`src/rtl/dm_port_arbiter_pkg.sv`:
```
// dm_port_arbiter_pkg: shared FSM state and owner encodings for the data-memory port arbiter
package dm_port_arbiter_pkg;
  typedef enum logic [1:0] {
    ARB_IDLE   = 2'd0,
    ARB_BUSY_C = 2'd1,
    ARB_BUSY_D = 2'd2,
    ARB_DONE   = 2'd3
  } arb_state_e;
  typedef enum logic [1:0] {
    OWN_NONE = 2'b00,
    OWN_C    = 2'b01,
    OWN_D    = 2'b10
  } owner_e;
endpackage

```
`src/rtl/dm_rr_pick.sv`:
```
// dm_rr_pick: combinational 2-way round-robin chooser; on a tie the side that did not win last time is granted
module dm_rr_pick (
  input  logic req_c_i,
  input  logic req_d_i,
  input  logic last_d_i,
  output logic gnt_c_o,
  output logic gnt_d_o
);
  assign gnt_c_o = req_c_i & (~req_d_i | last_d_i);
  assign gnt_d_o = req_d_i & (~req_c_i | ~last_d_i);
endmodule

```
`src/rtl/dm_port_arbiter.sv`:
```
// dm_port_arbiter: shares one data-memory port between the CPU (C) and a debug/DMA loader (D) with round-robin arbitration
module dm_port_arbiter
  import dm_port_arbiter_pkg::*;
#(
  parameter int AW = 32,
  parameter int DW = 32
) (
  input  logic            clk_i,
  input  logic            reset_ni,
  input  logic            c_req_i,
  input  logic            c_we_i,
  input  logic [AW-1:0]   c_addr_i,
  input  logic [DW-1:0]   c_wdata_i,
  input  logic [DW/8-1:0] c_byteen_i,
  output logic [DW-1:0]   c_rdata_o,
  output logic            c_done_o,
  output logic            c_stall_o,
  input  logic            d_req_i,
  input  logic            d_we_i,
  input  logic [AW-1:0]   d_addr_i,
  input  logic [DW-1:0]   d_wdata_i,
  input  logic [DW/8-1:0] d_byteen_i,
  output logic [DW-1:0]   d_rdata_o,
  output logic            d_done_o,
  output logic            mem_req_o,
  output logic            mem_we_o,
  output logic [AW-1:0]   mem_addr_o,
  output logic [DW-1:0]   mem_wdata_o,
  output logic [DW/8-1:0] mem_byteen_o,
  input  logic [DW-1:0]   mem_rdata_i,
  input  logic            mem_ack_i,
  output logic [1:0]      owner_o
);
  arb_state_e      state_q;
  owner_e          owner_q;
  logic            last_d_q;
  logic            mem_req_q, mem_we_q;
  logic [AW-1:0]   mem_addr_q;
  logic [DW-1:0]   mem_wdata_q, c_rdata_q, d_rdata_q;
  logic [DW/8-1:0] mem_byteen_q;
  logic            c_done_q, d_done_q;
  logic            gnt_c, gnt_d, g_we;
  logic [AW-1:0]   g_addr;
  logic [DW-1:0]   g_wdata;
  logic [DW/8-1:0] g_be;
  dm_rr_pick u_pick (
    .req_c_i (c_req_i),
    .req_d_i (d_req_i),
    .last_d_i(last_d_q),
    .gnt_c_o (gnt_c),
    .gnt_d_o (gnt_d)
  );
  assign g_we    = gnt_d ? d_we_i     : c_we_i;
  assign g_addr  = gnt_d ? d_addr_i   : c_addr_i;
  assign g_wdata = gnt_d ? d_wdata_i  : c_wdata_i;
  assign g_be    = gnt_d ? d_byteen_i : c_byteen_i;
  always_ff @(posedge clk_i) begin
    if (!reset_ni) begin
      state_q      <= ARB_IDLE;
      owner_q      <= OWN_NONE;
      last_d_q     <= 1'b1;
      mem_req_q    <= 1'b0;
      mem_we_q     <= 1'b0;
      mem_addr_q   <= '0;
      mem_wdata_q  <= '0;
      mem_byteen_q <= '0;
      c_rdata_q    <= '0;
      d_rdata_q    <= '0;
      c_done_q     <= 1'b0;
      d_done_q     <= 1'b0;
    end else begin
      c_done_q <= 1'b0;
      d_done_q <= 1'b0;
      case (state_q)
        ARB_IDLE:
          if (gnt_c | gnt_d) begin
            last_d_q <= gnt_d;
            owner_q  <= gnt_d ? OWN_D : OWN_C;
            // a write with no lanes enabled completes without touching memory
            if (g_we && g_be == '0) begin
              state_q  <= ARB_DONE;
              c_done_q <= gnt_c;
              d_done_q <= gnt_d;
            end else begin
              state_q      <= gnt_d ? ARB_BUSY_D : ARB_BUSY_C;
              mem_req_q    <= 1'b1;
              mem_we_q     <= g_we;
              mem_addr_q   <= g_addr & ~AW'(3);
              mem_wdata_q  <= g_wdata;
              mem_byteen_q <= g_be;
            end
          end
        ARB_BUSY_C, ARB_BUSY_D:
          if (mem_ack_i) begin
            mem_req_q <= 1'b0;
            state_q   <= ARB_DONE;
            c_done_q  <= state_q == ARB_BUSY_C;
            d_done_q  <= state_q == ARB_BUSY_D;
            if (!mem_we_q && state_q == ARB_BUSY_C) c_rdata_q <= mem_rdata_i;
            if (!mem_we_q && state_q == ARB_BUSY_D) d_rdata_q <= mem_rdata_i;
          end
        ARB_DONE: begin
          state_q <= ARB_IDLE;
          owner_q <= OWN_NONE;
        end
      endcase
    end
  end
  assign c_rdata_o    = c_rdata_q;
  assign d_rdata_o    = d_rdata_q;
  assign c_done_o     = c_done_q;
  assign d_done_o     = d_done_q;
  assign c_stall_o    = c_req_i & ~c_done_q;
  assign mem_req_o    = mem_req_q;
  assign mem_we_o     = mem_we_q;
  assign mem_addr_o   = mem_addr_q;
  assign mem_wdata_o  = mem_wdata_q;
  assign mem_byteen_o = mem_byteen_q;
  assign owner_o      = owner_q;
endmodule

```
`config.mk`:
```
export PLATFORM = sky130hd
export DESIGN_NAME = dm_port_arbiter
export DESIGN_NICKNAME = d
export VERILOG_FILES = /design/src/rtl/dm_port_arbiter_pkg.sv /design/src/rtl/dm_rr_pick.sv /design/src/rtl/dm_port_arbiter.sv
export SDC_FILE = /design/constraint.sdc
export NUM_CORES = 1
export LEC_CHECK = 0
export ABC_AREA = 0
export BUFFER_PORTS_ARGS = -buffer_cell sky130_fd_sc_hd__buf_2
export CORE_ASPECT_RATIO = 0.75
export CORE_MARGIN = 10
export CORE_UTILIZATION = 46
export CTS_CLUSTER_DIAMETER = 60
export DETAILED_ROUTE_END_ITERATION = 8
export PLACE_DENSITY = 0.83
export SETUP_SLACK_MARGIN = 0.1
export SYNTH_ARGS = -nofsm -noshare
export SYNTH_HDL_FRONTEND = slang
export SYNTH_SLANG_ARGS = --single-unit
```
`constraint.sdc`:
```
create_clock -name clk_i -period 2.56 [get_ports clk_i]
set_input_delay 0.512 -clock clk_i [delete_from_list [all_inputs] [get_ports clk_i]]
set_output_delay 0.512 -clock clk_i [all_outputs]
set_load 0.05 [all_outputs]
```
==> reports/qor.yml <==
sta:
  fin_crit_sh_pct: 80.4
  setup_tns_ps: 0
  slew_violations: 0
  rsz0062_at_grt: "no"
  min_period_ps: 2060
  skew_ps: 8.05
  hold_violations: 0
  slew-limit-headroom_pct: 57.4
  holdWs_ps: 370
  setup-violations-final: 0
  fmax_mhz: 486
  worst_pin_slew_ps: 639
global_route:
  overflow: 0
  grt_pass1_wl_mm: 31.6
  grt_max_degree: 62
  grt_antenna_before_repair: 2
  first_global_vias: 6015
  grtUsageTotal_pct: 20.7
critical_path:
  required_ps: 2840
  cp-end-kind: "flop"
  crit_chain: "buf_2 > or3b_1 > or4_2 > and2_2 > buf_4 > o211a_1"
  critPathMaxStageDelay_ps: 600
  crit_path_start_kind: "input pin"
  critPathBufInv: 2
  worstPathMaxFanout: 25
  path_class: "in -> reg"
  crit_slowest_cell: "or4_2"
  worst_ep_arrival_time_ps: 2340
  crit_family: "simple AND/OR/NAND/NOR gates"
die:
  start_util_pct: 47.2
  die_w_um: 153
  die_h_um: 120
  num_rows: 36
  io_pins: 314
  die_area_um2: 18400
  core_um2: 13000
finish:
  nNetsFinal: 1126
  nFillCells: 1110
  drive_above_1_share_pct: 38.4
  area_delta_synth_final_pct: 37.0
  postLayoutCoreUtil_pct: 64.6
drt:
  drtIter0Drc: 322
  post_drt_wl_per_cell_um: 17.9
  via_per_inst: 5.14
  drt-total-wl_mm: 20.2
  ant_nets: 0
  drc: 0
  vias: 5810
  first_pass_iters: 4
cts:
  clk_pin_slew_ps: 60
  post_cts_resized: 0
  cts_buffer_depth: 2
  clockRootBuffer: "clkbuf_16"
  cts_buffers: 17
  cts_tree: "built"
  htree_levels: 4
  cts_num_sinks: 139
  ctsHoldBuffers: 0
  clk_latency_ps: 400
  cts_setup_buffers: 0
power_and_ir_drop:
  vdd_drop_max_mv: 0.999
  p_per_area_nw_per_um2: 1120
  p_leak_nw: 4.37
  power_mw: 9.42
synthesis:
  syn_area_um2: 6140
  ys_async_sr_fraction_pct: 0
  avgSynthCellArea_um2: 9.32
  seq_area_frac_synth_pct: 45.3
  yosysWarnings: 0
  synth-main-ff-cell: "dfxtp_1"
  synth.distinct_cells: 41
  synth_seq_cells: 139
  syn_inst: 659
  synth_edf_count: 0
placed_design:
  place_congestion: 0.808
  post-dp-hpwl_mm: 15.5
  portBuffers: 307
hold_path:
  hp-class: "in -> reg"
run_status:
  status: "finished, final reports clean"
run:
  maxCapViolations: 0
## through the flow
step / area, um2 / setup slack [ps] / instances
5_1_grt: 8420 / 351 / 1131
4_1_cts: 8410 / 509 / 1130
3_3_place_gp: 7810 / 147 / 1098
2_1_floorplan: 6150 / 536 / 660
3_5_place_dp: 7810 / 113 / 1098
6_report: 8420 / 503 / 1131
## cell usage in the layout, fill, tap and decap left out, types with 6 or more instances in the layout
cell         n
buf_4       16
nand2_1    139
clkbuf_16   17
buf_2      306
dfxtp_1    139
o211a_1     62
mux2i_1     67
a21boi_0    64
nor2b_1      6
nand3_1     66
## cells by family (layout without fill, tap and decap cells)
| family | count (synthesis) | count (layout) | share of synthesized area [%] |
|---|---|---|---|
| muxes | 68 | 68 | 11.1 |
| and+or+nand+nor | 237 | 237 | 17.0 |
| other | 1 | 3 | 0.0611 |
| adders and majority gates | 5 | 5 | 1.02 |
| buffers and inverters | 62 | 361 | 5.01 |
| AOI/OAI and AO/OA | 147 | 147 | 20.5 |
| DFF | 139 | 139 | 45.3 |
## final timing paths
check / start / endpoint / slack (ps) / depth (start not counted)
worst max-delay path: c_byteen_i[2] / mem_wdata_o[9]$_SDFFE_PN0P_ / 500 / 6
worst min-delay path: mem_rdata_i[20] / c_rdata_o[20]$_SDFFE_PN0P_ / 370 / 3
worst max register to register: state_q[0]$_SDFFE_PN0P_ / mem_addr_o[22]$_SDFFE_PN0P_ / 520 / 7
worst min register to register: d_rdata_o[17]$_SDFFE_PN0P_ / d_rdata_o[17]$_SDFFE_PN0P_ / 460 / 2
## per-layer routing
| metal | wire length (um) | vias up | track usage [%] | share of wire, % |
|---|---|---|---|---|
| li1 | - | 2899 | - | - |
| met1 | 8340 | 2662 | 24.0 | 41 |
| met2 | 9980 | 225 | 35.2 | 49 |
| met3 | 1560 | 22 | 7.74 | 7.7 |
| met4 | 330 | 2 | 6.24 | 1.6 |
| met5 | 20 | - | 0 | 0.099 |
## power breakdown
| part | total [mW] | switching, mW | internal [mW] |
|---|---|---|---|
| sequential | 2.95 | 0.279 | 2.67 |
| combinational | 3.99 | 2.90 | 1.09 |
| clock | 2.47 | 0.949 | 1.52 |
## cell usage after synthesis (3+ instances only)
cell type,count,area share [%]
a21boi_0,64,7.8
a21oi_1,3,0.24
buf_2,12,0.98
buf_6,7,1.3
clkbuf_1,37,2.3
dfxtp_1,139,45
ha_1,5,1.0
inv_1,4,0.24
mux2i_1,67,11
nand2_1,139,8.5
nand2b_1,4,0.41
nand3_1,66,5.4
nor2_1,6,0.37
nor2b_1,6,0.61
nor3_1,3,0.24
o211a_1,62,10
o21ai_0,3,0.24
## layout make-up
cell class | instances | area [um2] | share of cell area [%]
clock inverter | 12 | 139 | 1.65
sequential | 139 | 2780 | 33.1
tap | 171 | 214 | 2.54
inverter | 4 | 15.0 | 0.178
multi-input combinational | 459 | 3080 | 36.6
antenna | 1 | 2.50 | 0.0297
timing repair buffer | 325 | 1710 | 20.3
clock buffer | 20 | 467 | 5.55
## tightest hold or removal path, delay by kind of cell
kind | cells | cell delay (ps)
buf+inv | 1 | 100
compound gates | 1 | 60
simple gates | 1 | 40
## flip-flops by register name (all words and copies together) (netlist names)
| register | flops |
|---|---|
| owner_o | 2 |
| mem_addr_o | 30 |
| d_done_o | 1 |
| mem_we_o | 1 |
| mem_byteen_o | 4 |
| mem_wdata_o | 32 |
| last_d_q | 1 |
| d_rdata_o | 32 |
| c_rdata_o | 32 |
| state_q | 2 |
| mem_req_o | 1 |
| c_done_o | 1 |
No activity file was read; power rests on OpenSTA's default activity.
